$ cat config.mk
export PLATFORM = sky130hd
export DESIGN_NAME = ft_rca_bist_ctrl
export DESIGN_NICKNAME = d
export VERILOG_FILES = /design/src/rtl/ft_rca_pkg.sv /design/src/rtl/ft_rca_pattern_gen.sv /design/src/rtl/ft_rca_bist_ctrl.sv
export SDC_FILE = /design/constraint.sdc
export NUM_CORES = 1
export LEC_CHECK = 0
export CORE_MARGIN = 2
export CORE_UTILIZATION = 25
export DETAILED_ROUTE_END_ITERATION = 10
export GPL_ROUTABILITY_DRIVEN = 0
export PLACE_DENSITY = 0.55
export SYNTH_ARGS = -nofsm -noshare
export SYNTH_HDL_FRONTEND = slang
export SYNTH_HIERARCHICAL = 1
export SYNTH_SLANG_ARGS = --single-unit
$ cat constraint.sdc
create_clock -name clk -period 3.7 [get_ports clk]
set_input_delay 0.74 -clock clk [delete_from_list [all_inputs] [get_ports clk]]
set_output_delay 0.74 -clock clk [all_outputs]
set_load 0.01 [all_outputs]
$ cat src/rtl/ft_rca_pkg.sv
// Shared types and helpers for the ripple-carry adder BIST controller.
//   state_e    : controller FSM states
//   PAT_FIRST  : first test code of every unit's sequence
//   PAT_LAST   : final test code of every unit's sequence
//   next_pat   : successor in the 8-state test code sequence
//   expand_op  : repeats a 3-bit code across an operand, truncated to width
package ft_rca_pkg;

  typedef enum logic [2:0] {
    ST_IDLE,
    ST_APPLY,
    ST_CHECK,
    ST_SELECT,
    ST_DONE
  } state_e;

  localparam logic [2:0] PAT_FIRST = 3'b001;
  localparam logic [2:0] PAT_LAST  = 3'b111;

  // 001 -> 010 -> 100 -> 110 -> 000 -> 011 -> 101 -> 111 -> 001
  function automatic logic [2:0] next_pat(input logic [2:0] p);
    logic [2:0] n;
    case (p)
      3'b001:  n = 3'b010;
      3'b010:  n = 3'b100;
      3'b100:  n = 3'b110;
      3'b110:  n = 3'b000;
      3'b000:  n = 3'b011;
      3'b011:  n = 3'b101;
      3'b101:  n = 3'b111;
      default: n = 3'b001;
    endcase
    return n;
  endfunction

  // Bit i of the result is p[i % 3] for i < width, zero above.
  function automatic logic [31:0] expand_op(input logic [2:0] p, input int unsigned width);
    logic [31:0] r;
    logic [2:0]  q;
    r = '0;
    q = p;
    for (int unsigned i = 0; i < 32; i++) begin
      if (i < width) begin
        r = r | (32'(q[0]) << i);
      end
      q = {q[0], q[2:1]};
    end
    return r;
  endfunction

endpackage

$ cat src/rtl/ft_rca_pattern_gen.sv
// 3-bit test code sequencer.
//   clk  : clock
//   rst  : synchronous active-high reset (code returns to PAT_FIRST)
//   load : force the code to PAT_FIRST (wins over adv)
//   adv  : step to the next code in the sequence
//   pat  : current test code
module ft_rca_pattern_gen
  import ft_rca_pkg::*;
(
  input  logic       clk,
  input  logic       rst,
  input  logic       load,
  input  logic       adv,
  output logic [2:0] pat
);

  logic [2:0] pat_q;

  always_ff @(posedge clk) begin
    if (rst || load) begin
      pat_q <= PAT_FIRST;
    end else if (adv) begin
      pat_q <= next_pat(pat_q);
    end
  end

  assign pat = pat_q;

endmodule

$ cat src/rtl/ft_rca_bist_ctrl.sv
// BIST and spare-selection controller for a bank of redundant ripple-carry adders.
//   clk, rst      : clock, synchronous active-high reset
//   start         : test request, honoured only in IDLE
//   sum_i, cout_i : result of the unit addressed by unit_sel_o
//   op_a_o, op_b_o, cin_o : test vector (zero outside a test)
//   unit_sel_o    : unit under test while busy, else active_unit_o
//   test_mode_o   : bank operand muxes select the test vector
//   busy_o        : test in progress
//   done_o        : single-cycle completion pulse
//   fault_map_o   : bit i set when unit i failed any vector
//   active_unit_o : lowest-index healthy unit
//   all_failed_o  : no healthy unit found
module ft_rca_bist_ctrl
  import ft_rca_pkg::*;
#(
  parameter int unsigned WIDTH   = 4,
  parameter int unsigned N_UNITS = 3,
  parameter int unsigned SETTLE  = 2
) (
  input  logic               clk,
  input  logic               rst,
  input  logic               start,
  input  logic [WIDTH-1:0]   sum_i,
  input  logic               cout_i,
  output logic [WIDTH-1:0]   op_a_o,
  output logic [WIDTH-1:0]   op_b_o,
  output logic               cin_o,
  output logic [2:0]         unit_sel_o,
  output logic               test_mode_o,
  output logic               busy_o,
  output logic               done_o,
  output logic [N_UNITS-1:0] fault_map_o,
  output logic [2:0]         active_unit_o,
  output logic               all_failed_o
);

  localparam int unsigned CW = (SETTLE > 1) ? $clog2(SETTLE) : 1;

  state_e             state_q;
  logic [CW-1:0]      cnt_q;
  logic [2:0]         unit_q;
  logic [N_UNITS-1:0] fault_q;
  logic [2:0]         active_q;
  logic               all_failed_q;
  logic               busy_q;
  logic               done_q;

  logic [2:0]         pat;
  logic               pat_load;
  logic               pat_adv;
  logic [31:0]        exp_a;
  logic [31:0]        exp_b;
  logic [WIDTH-1:0]   vec_a;
  logic [WIDTH-1:0]   vec_b;
  logic               vec_cin;
  logic [WIDTH:0]     golden;
  logic               mismatch;
  logic               last_pat;
  logic               last_unit;
  logic [2:0]         pick;
  logic               found;
  logic [N_UNITS-1:0] fshift;

  ft_rca_pattern_gen u_pat (
    .clk  (clk),
    .rst  (rst),
    .load (pat_load),
    .adv  (pat_adv),
    .pat  (pat)
  );

  always_comb begin
    exp_a    = expand_op(pat, WIDTH);
    exp_b    = expand_op({pat[1:0], pat[2]}, WIDTH);
    vec_a    = exp_a[WIDTH-1:0];
    vec_b    = exp_b[WIDTH-1:0];
    vec_cin  = pat[2];
    golden   = {1'b0, vec_a} + {1'b0, vec_b} + (WIDTH+1)'(vec_cin);
    mismatch = (golden != {cout_i, sum_i});
    last_pat  = (pat == PAT_LAST);
    last_unit = (unit_q == 3'(N_UNITS - 1));
    pat_load = ((state_q == ST_IDLE) && start) ||
               ((state_q == ST_CHECK) && last_pat && !last_unit);
    pat_adv  = (state_q == ST_CHECK) && !last_pat;
  end

  // Lowest-index unit whose fault bit is clear.
  always_comb begin
    pick   = '0;
    found  = 1'b0;
    fshift = '0;
    for (int unsigned i = 0; i < N_UNITS; i++) begin
      fshift = fault_q >> i;
      if (!found && !fshift[0]) begin
        pick  = 3'(i);
        found = 1'b1;
      end
    end
  end

  always_ff @(posedge clk) begin
    if (rst) begin
      state_q      <= ST_IDLE;
      cnt_q        <= '0;
      unit_q       <= '0;
      fault_q      <= '0;
      active_q     <= '0;
      all_failed_q <= 1'b0;
      busy_q       <= 1'b0;
      done_q       <= 1'b0;
    end else begin
      case (state_q)
        ST_IDLE: begin
          if (start) begin
            fault_q <= '0;
            unit_q  <= '0;
            cnt_q   <= '0;
            busy_q  <= 1'b1;
            state_q <= ST_APPLY;
          end
        end
        ST_APPLY: begin
          if (cnt_q == CW'(SETTLE - 1)) begin
            cnt_q   <= '0;
            state_q <= ST_CHECK;
          end else begin
            cnt_q <= cnt_q + 1'b1;
          end
        end
        ST_CHECK: begin
          if (mismatch) begin
            fault_q <= fault_q | (N_UNITS'(1) << unit_q);
          end
          if (!last_pat) begin
            state_q <= ST_APPLY;
          end else if (!last_unit) begin
            unit_q  <= unit_q + 3'd1;
            state_q <= ST_APPLY;
          end else begin
            state_q <= ST_SELECT;
          end
        end
        ST_SELECT: begin
          active_q     <= found ? pick : 3'd0;
          all_failed_q <= !found;
          busy_q       <= 1'b0;
          done_q       <= 1'b1;
          state_q      <= ST_DONE;
        end
        ST_DONE: begin
          done_q  <= 1'b0;
          state_q <= ST_IDLE;
        end
        default: state_q <= ST_IDLE;
      endcase
    end
  end

  assign op_a_o        = busy_q ? vec_a : '0;
  assign op_b_o        = busy_q ? vec_b : '0;
  assign cin_o         = busy_q ? vec_cin : 1'b0;
  assign test_mode_o   = busy_q;
  assign busy_o        = busy_q;
  assign done_o        = done_q;
  assign unit_sel_o    = busy_q ? unit_q : active_q;
  assign fault_map_o   = fault_q;
  assign active_unit_o = active_q;
  assign all_failed_o  = all_failed_q;

endmodule

# After elaboration in Yosys (flattened, before gate mapping)
# Cells that the tools add are included.
[op_classes] n_addsub=4 n_eq_ne=18 n_shift=1 muxes=28 n_bitwise=7 reduce_logical=25
[op_table] operator="$mux W3" count=7
[op_table] operator="$pmux W3 S7" count=1
[op_table] operator="$eq A3 B2 Y1 const B" count=5
[op_table] operator="$eq A3 B3 Y1 const B" count=5
[op_table] operator="$pmux W3 S2" count=2
[op_table] operator="$pmux W3 S4" count=1
[op_table] operator="$ne A2 B2 Y1 const B" count=5
[op_table] operator="$mux W1" count=8
[op_table] operator="$mux W2" count=4
[op_table] operator="$mux W4" count=2
[op_table] operator="$or A3 B4 Y4" count=2
[op_table] operator="$reduce_bool A2 Y1" count=4
[op_table] operator="$eq A3 B1 Y1 const B" count=2
[op_table] operator="$logic_and A1 B1 Y1" count=6
[op_table] operator="$logic_not A1 Y1" count=6
[op_table] operator="$logic_not A3 Y1" count=2
[op_table] operator="$or A2 B3 Y3" count=2
[op_table] operator="$pmux W1 S2" count=3
[op_table] operator="$reduce_and A2 Y1" count=3
[op_table] operator="$add A4 B4 Y5" count=1
[op_table] operator="$add A5 B1 Y5" count=1
[op_table] operator="$ne A5 B5 Y1" count=1
[op_table] operator="$or A1 B2 Y2" count=2
[op_table] operator="$reduce_and A4 Y1" count=1
[op_table] operator="other kinds (6)" count=7
[totals] ff_bits=19 in_bits=8 output_inout_bits=22 wordCells=92

# Logic depth before layout (Yosys ltp)
# Gate-level depths: netlist (run 1).
[logic_depth] word_depth=8 mapped_depth=7 mapped_depth_nobuf=7

# Cells and area by module
# The synthesis (run 1) kept the hierarchy.
[modules_own_cells] module="ft_rca_bist_ctrl" n_inst=1 cells_per_inst=116 area_each_um2=1002.2 seq_area_each_um2=300.3
[modules_own_cells] module="ft_rca_pattern_gen" n_inst=1 cells_per_inst=13 area_each_um2=136.4 seq_area_each_um2=60.1

# Worst setup path after synthesis (run 1)
# OpenSTA, ideal clock, no wires.
[synth_path] path_kind="register -> register" from="register u_pat.pat_q[1], in the netlist u_pat/pat[1]" to="register fault_q[2], in the netlist fault_map_o[2]" setup_time_ns=0.116 t_arrival_ns=1.707 required_ns=3.584 slack_ns=1.877 stages_incl_launch_ff=7 n_path_buf=0 synth_period_minus_slack_ns=1.823 path_cell_list="dfxtp_1 > inv_1 > fa_1 > xor2_1 > nor4_1 > nand2_1 > a31o_2"
[synth_between] elab_chain_cells=8 elab_cells_between_ends=10 cone_classes="add/sub (2); eq/ne (2); bitwise (5); reduce/logical (1)"
[synth_rtl] item="from (decl)" line_no="ft_rca_pattern_gen.sv:17" rtl="logic [2:0] pat_q;"
[synth_rtl] item="from (signal assigned)" line_no="ft_rca_pattern_gen.sv:23" rtl="pat_q <= next_pat(pat_q);"
[synth_rtl] item="$or A1 B2 Y2" line_no="ft_rca_pkg.sv:44" rtl="r = r | (32'(q[0]) << i);"
[synth_rtl] item="$or A2 B3 Y3" line_no="ft_rca_pkg.sv:44"
[synth_rtl] item="$or A3 B4 Y4" line_no="ft_rca_pkg.sv:44"
[synth_rtl] item="$add A4 B4 Y5 (*)" line_no="ft_rca_bist_ctrl.sv:78" rtl="golden = {1'b0, vec_a} + {1'b0, vec_b} + (WIDTH+1)'(vec_cin);"
[synth_rtl] item="$add A5 B1 Y5 (*)" line_no="ft_rca_bist_ctrl.sv:78"
[synth_rtl] item="$ne A5 B5 Y1 (*)" line_no="ft_rca_bist_ctrl.sv:79" rtl="mismatch = (golden != {cout_i, sum_i});"
[synth_rtl] item="$ne A2 B2 Y1 (no line) (*)"
[synth_rtl] item="$reduce_and A3 Y1 (no line) (*)"
[synth_rtl] item="to (signal assigned)" line_no="ft_rca_bist_ctrl.sv:132" rtl="fault_q <= fault_q | (N_UNITS'(1) << unit_q);"
[synth_rtl] item="to (decl)" line_no="ft_rca_bist_ctrl.sv:42" rtl="logic [N_UNITS-1:0] fault_q;"
# Every way passes the cells marked *; elsewhere a longest branch is shown, timed or not.
# A chain may end at the register's enable or synchronous reset.

# Final worst setup path (run 1)
[layout_path] from="register busy_q, in the netlist busy_o" to="output unit_sel_o[1]"
[layout_between] elab_chain_cells=1
[layout_rtl] item="from (decl)" line_no="ft_rca_bist_ctrl.sv:45" rtl="logic busy_q;"
[layout_rtl] item="from (signal assigned)" line_no="ft_rca_bist_ctrl.sv:109" rtl="busy_q <= 1'b0;"
[layout_rtl] item="from (signal assigned)" line_no="ft_rca_bist_ctrl.sv:118" rtl="busy_q <= 1'b1;"
[layout_rtl] item="from (signal assigned)" line_no="ft_rca_bist_ctrl.sv:146" rtl="busy_q <= 1'b0;"
[layout_rtl] item="$mux W3" line_no="ft_rca_bist_ctrl.sv:165" rtl="assign unit_sel_o = busy_q ? unit_q : active_q;"
[layout_rtl] item="to (decl)" line_no="ft_rca_bist_ctrl.sv:28" rtl="output logic [2:0] unit_sel_o,"
# Every way passes these cells.

==> results of run 1 <==
-- flip-flops by register name, summed over array words and instances, names as in the netlist --
name	flops
fault_map_o	3
state_q	3
cnt_q	1
unit_q	3
u_pat/pat	3
all_failed_o	1
active_unit_o	2
done_o	1
busy_o	1
-- path summary, 6_finish.rpt --
check        slack, ns                 startpoint                           to  depth (start not counted)
max               1.31        busy_o$_SDFFE_PP0P_                unit_sel_o[1]                          2
min               0.50  all_failed_o$_SDFFE_PP0P_    all_failed_o$_SDFFE_PP0P_                          2
max reg2reg       1.59  u_pat/pat[1]$_SDFFE_PP0P_  fault_map_o[2]$_SDFFE_PP0P_                          6
min reg2reg       0.50  all_failed_o$_SDFFE_PP0P_    all_failed_o$_SDFFE_PP0P_                          2
-- routing by layer --
metal | track usage | part of all wire
met1 | 0.142 | 0.51
met2 | 0.159 | 0.43
met5 | 0 | 0
met4 | 0.0126 | 0
met3 | 0.0352 | 0.062
-- report_power, final --
group / switching, uW / internal [uW]
combinational: 28.8 / 38.4
clock: 63.9 / 72.3
sequential: 11.9 / 199
total: 105 / 310
-- Yosys cell counts (2+ instances only) --
| cell | number |
|---|---|
| a21oi_1 | 9 |
| a2bb2oi_1 | 2 |
| a32o_1 | 2 |
| and2_1 | 4 |
| buf_4 | 8 |
| clkbuf_1 | 2 |
| dfxtp_1 | 18 |
| fa_1 | 3 |
| ha_1 | 6 |
| inv_1 | 6 |
| mux2_2 | 2 |
| nand2_1 | 5 |
| nand3_1 | 3 |
| nand3b_1 | 2 |
| nor2_1 | 14 |
| nor2b_1 | 4 |
| nor3_1 | 4 |
| nor3b_1 | 3 |
| nor4_1 | 2 |
| o21ai_0 | 5 |
| xnor2_1 | 7 |
-- cells by family (layout without fill, tap and decap cells) --
| group | count (synthesis) | count (layout) | share of synthesized area |
|---|---|---|---|
| compound gates | 23 | 23 | 0.131 |
| fa+ha+maj | 9 | 9 | 0.119 |
| mux | 3 | 3 | 0.0286 |
| xor+xnor | 8 | 8 | 0.0615 |
| buf+inv | 17 | 37 | 0.0890 |
| other cells | 1 | 1 | 0.00329 |
| flops | 18 | 18 | 0.316 |
| simple gates | 50 | 50 | 0.252 |
-- final cells by class --
type                            count  area [um2]
Fill cell                         466        2940
Multi-Input combinational cell     94         677
Sequential cell                    18         360
Timing Repair Buffer               28         280
Tap cell                           52        65.1
Clock buffer                        3        41.3
Inverter                            6        22.5
-- per-stage QoR --
| step | area, um2 | std cells | utilization |
|---|---|---|---|
| floorplan | 1140 | 129 | - |
| global placement | 1410 | 198 | 0.320 |
| detailed placement | 1410 | 198 | 0.320 |
| CTS | 1450 | 201 | 0.330 |
| global route | 1450 | 201 | 0.330 |
| finish | 1450 | 201 | 0.330 |
-- worst max-delay path, delay by kind of cell, from the launching register on --
family,cells,cell delay (ns)
DFF,1,0.53
buffers and inverters,1,0.49
muxes,1,0.38
==> flow_metrics.tcl, run 1 <==
set metrics [dict create \
    synthTopCellsByArea "dfxtp_1 32%, ha_1 6.6%, xnor2_1 5.4%" \
    period_share 0.646 \
    synth-seq-cells 18 \
    finalPower_uw 415 \
    cp-end-kind "primary output" \
    synth.distinct_cells 39 \
    outcome "complete, no violations" \
    grt_pass1_wl_mm 4.22 \
    drtPass1Iterations 4 \
    area_growth_pct 27.0 \
    ir_drop_mv 0.248 \
    max_stage_delay_ns 0.53 \
    wl_per_cell_um 12.2 \
    core_area_um2 4380 \
    hold_class "reg2reg" \
    ys_seq_area_frac 0.316 \
    grt_pass1_vias 896 \
    grt_max_degree 17 \
    async_flop_share 0 \
    die_area_um2 5110 \
    cts_setup_buffers 0 \
    layout_common_cells "28 x clkdlybuf4s50_1, 18 x dfxtp_1, 14 x nor2_1, 9 x a21oi_1, 7 x xnor2_1" \
    first_iter_violations 20 \
    cts_tree "yes" \
    cts.sinks 18 \
    whs_ns 0.503 \
    final_common_cell "clkdlybuf4s50_1" \
    path_max_fanout 10 \
    wl_mm 2.46 \
    synth_top_cell_area_share 0.316 \
    period_minus_slack_ns 2.39 \
    postRouteAntennaNets 0 \
    synthCells 129 \
    port_buffers 28 \
    worst_slew_pin_slew_ns 0.613 \
    cts_buffers 3 \
    rows 24 \
    maxCapViolations 0 \
    path_clk_slew_ns 0.07 \
    antenna_found_initial 0 \
    crit_type "reg2out" \
    clk_root_buffer_cell "clkbuf_8" \
    rsz0062_at_grt "no" \
    overflow 0 \
    n_antenna_cell 0 \
    hold_viol 0 \
    layout_setup_ws_ns 1.31 \
    nets 168 \
    synth_fp_nets 146 \
    cts.path.max_buffers 2 \
    yosysTopAreaCell "dfxtp_1" \
    p_per_area_nw_per_um2 287 \
    synth-edff-count 0 \
    initial_core_util 0.260 \
    synth_area_um2 1140 \
    drc 0 \
    dp_slack_ns 1.34 \
    worst_ep_required_time_ns 2.96 \
    p_leak_uw 0.000508 \
    fmax_mhz 418 \
    slew_viol_final 0 \
    ios 30 \
    worstPathCellList "mux2_2 > clkdlybuf4s50_1" \
    slowest_stage "dfxtp_1" \
    slew_headroom 0.586 \
    avgSynthCellArea_um2 8.83 \
    worstSkewPairLatency_ns 0.25 \
    cp-start-kind "flop" \
    place_hpwl_mm 1.84 \
    cts_resized 0 \
    die_h_um 71.5 \
    setup_viol 0 \
    dr_total_vias 926 \
    drive_gt1_frac 0.0738 \
    htree_levels 1 \
    cts_hold_buf 0 \
    finalSetupTns_ns 0 \
    grt_usage 0.102 \
    viasPerCell 4.61 \
    finClkSkew_ns 0.00248 \
    yosysWarnings 6 \
    cp.arrival_ns 1.65 \
    die_x_um 71.5 \
    synth_ff_type "dfxtp_1" \
]
Power figures use the tool's default switching activity.
==> inputs of run 2 (changes only) <==
==> constraint.sdc (replaced) <==
create_clock -name clk -period 2.2 [get_ports clk]
set_input_delay 0.44 -clock clk [delete_from_list [all_inputs] [get_ports clk]]
set_output_delay 0.44 -clock clk [all_outputs]
set_load 0.01 [all_outputs]
==> run 2 against run 1 <==
Effect of this change: count of clock-buffer cells in the layout is 1 higher; global-route usage is 0.29 points higher; clock skew hardly changed; power is 81% higher; sequential share of layout area is 0.79 points lower; largest power group unchanged; non-clock buffer count is 5 higher; setup slack worse by 1.1 ns; worst hold slack worse by 0.0022 ns; die area stayed put; sequential power is 66% higher; critical endpoint is now unit_sel_o[0]; clock power is 99% higher.
==> flow_metrics.tcl, run 2 (synthesis results as in run 1) <==
set metrics [dict create \
    dr_total_vias 948 \
    cts.path.max_buffers 2 \
    viasPerCell 4.58 \
    finalNonFillerCells 207 \
    drc 0 \
    die_area_um2 5110 \
    placedCellCount 203 \
    wl_per_cell_um 12.7 \
    n_antenna_cell 0 \
    drive_gt1_frac 0.116 \
    placed_area_um2 1440 \
    nets 173 \
    worst_ep_required_time_ns 1.76 \
    path_max_fanout 10 \
    wl_mm 2.64 \
    cp.arrival_ns 1.55 \
    fmax_mhz 504 \
    drtPass1Iterations 4 \
    period_share 0.903 \
    die_x_um 71.5 \
    overflow 0 \
    seqCellArea_um2 362 \
    postRouteAntennaNets 0 \
    setup_viol 0 \
    place_hpwl_mm 2.06 \
    cts.sinks 18 \
    hold_class "reg2reg" \
    final_cell_area_um2 1500 \
    rsz0062_at_grt "no" \
    antenna_found_initial 0 \
    cp-end-kind "primary output" \
    grt_max_degree 13 \
    hold_viol 0 \
    area_growth_pct 31.6 \
    n_fill_cell 464 \
    ff2ff_setup_slack_ns 0.28 \
    ir_drop_mv 0.264 \
    htree_levels 1 \
    path_clk_slew_ns 0.07 \
    clk_root_buffer_cell "clkbuf_8" \
    core_area_um2 4380 \
    multi_input_area_um2 677 \
    ios 30 \
    p_leak_uw 0.000541 \
    die_h_um 71.5 \
    fin_util 0.342 \
    cp-start-kind "flop" \
    worstSkewPairLatency_ns 0.25 \
    port_buffers 28 \
    p_per_area_nw_per_um2 500 \
    initial_core_util 0.260 \
    maxCapViolations 0 \
    crit_type "reg2out" \
    period_minus_slack_ns 1.99 \
    final_common_cell "clkdlybuf4s50_1" \
    whs_ns 0.501 \
    grt_pass1_wl_mm 4.35 \
    first_iter_violations 26 \
    outcome "complete, no violations" \
    finalSetupTns_ns 0 \
    cts_buffers 3 \
    layout_common_cells "28 x clkdlybuf4s50_1, 17 x dfxtp_1, 14 x nor2_1, 9 x a21oi_1, 7 x xnor2_1" \
    rows 24 \
    slew_viol_final 0 \
    cts_tree "yes" \
    grt_pass1_vias 959 \
    grt_usage 0.105 \
    finClkSkew_ns 0.00238 \
]
run 2: layer usage:
layer  global-route usage  vias up  part of all wire
li1                     -      480                 -
met1                0.129      442              0.47
met2                0.185       26              0.47
met3               0.0267        0             0.060
met4               0.0252        0                 0
met5                    0        -                 0
run 2: metrics by stage:
step | power (uW) | setup WS [ns]
6_report | 750 | 0.214
5_1_grt | 790 | 0.146
4_1_cts | 762 | 0.0543
3_5_place_dp | 488 | 0.274
3_3_place_gp | 484 | 0.302
2_1_floorplan | 434 | 0.377
run 2: path summary, 6_finish.rpt:
kind	from	end	depth (start not counted)
setup reg to reg	u_pat/pat[0]$_SDFFE_PP1P_	fault_map_o[1]$_SDFFE_PP0P_	6
hold reg to reg	all_failed_o$_SDFFE_PP0P_	all_failed_o$_SDFFE_PP0P_	2
setup / recovery	busy_o$_SDFFE_PP0P_	unit_sel_o[0]	2
hold / removal	all_failed_o$_SDFFE_PP0P_	all_failed_o$_SDFFE_PP0P_	2
run 2: layout make-up:
class | count | share of cell area
Multi-Input combinational cell | 94 | 0.452
Sequential cell | 18 | 0.241
Timing Repair Buffer | 33 | 0.212
Tap cell | 52 | 0.0434
Clock buffer | 4 | 0.0367
Inverter | 6 | 0.0150
run 2: worst max-delay path: stages, from the launching register on:
cell	delay [ns]
dfxtp_2	0.45
mux2_2	0.36
clkdlybuf4s50_1	0.49
run 2: power breakdown:
part | switching, uW | internal [uW] | total (uW)
clock network | 111 | 159 | 270
logic | 59.1 | 71.1 | 130
registers | 14.3 | 336 | 350
total | 184 | 566 | 750
run 2: what timing repair did:
action,in CTS,in global routing
hold buffers,0,0
endpoints found under the setup margin,0,1
resized for setup,0,1
buffers inserted,0,0
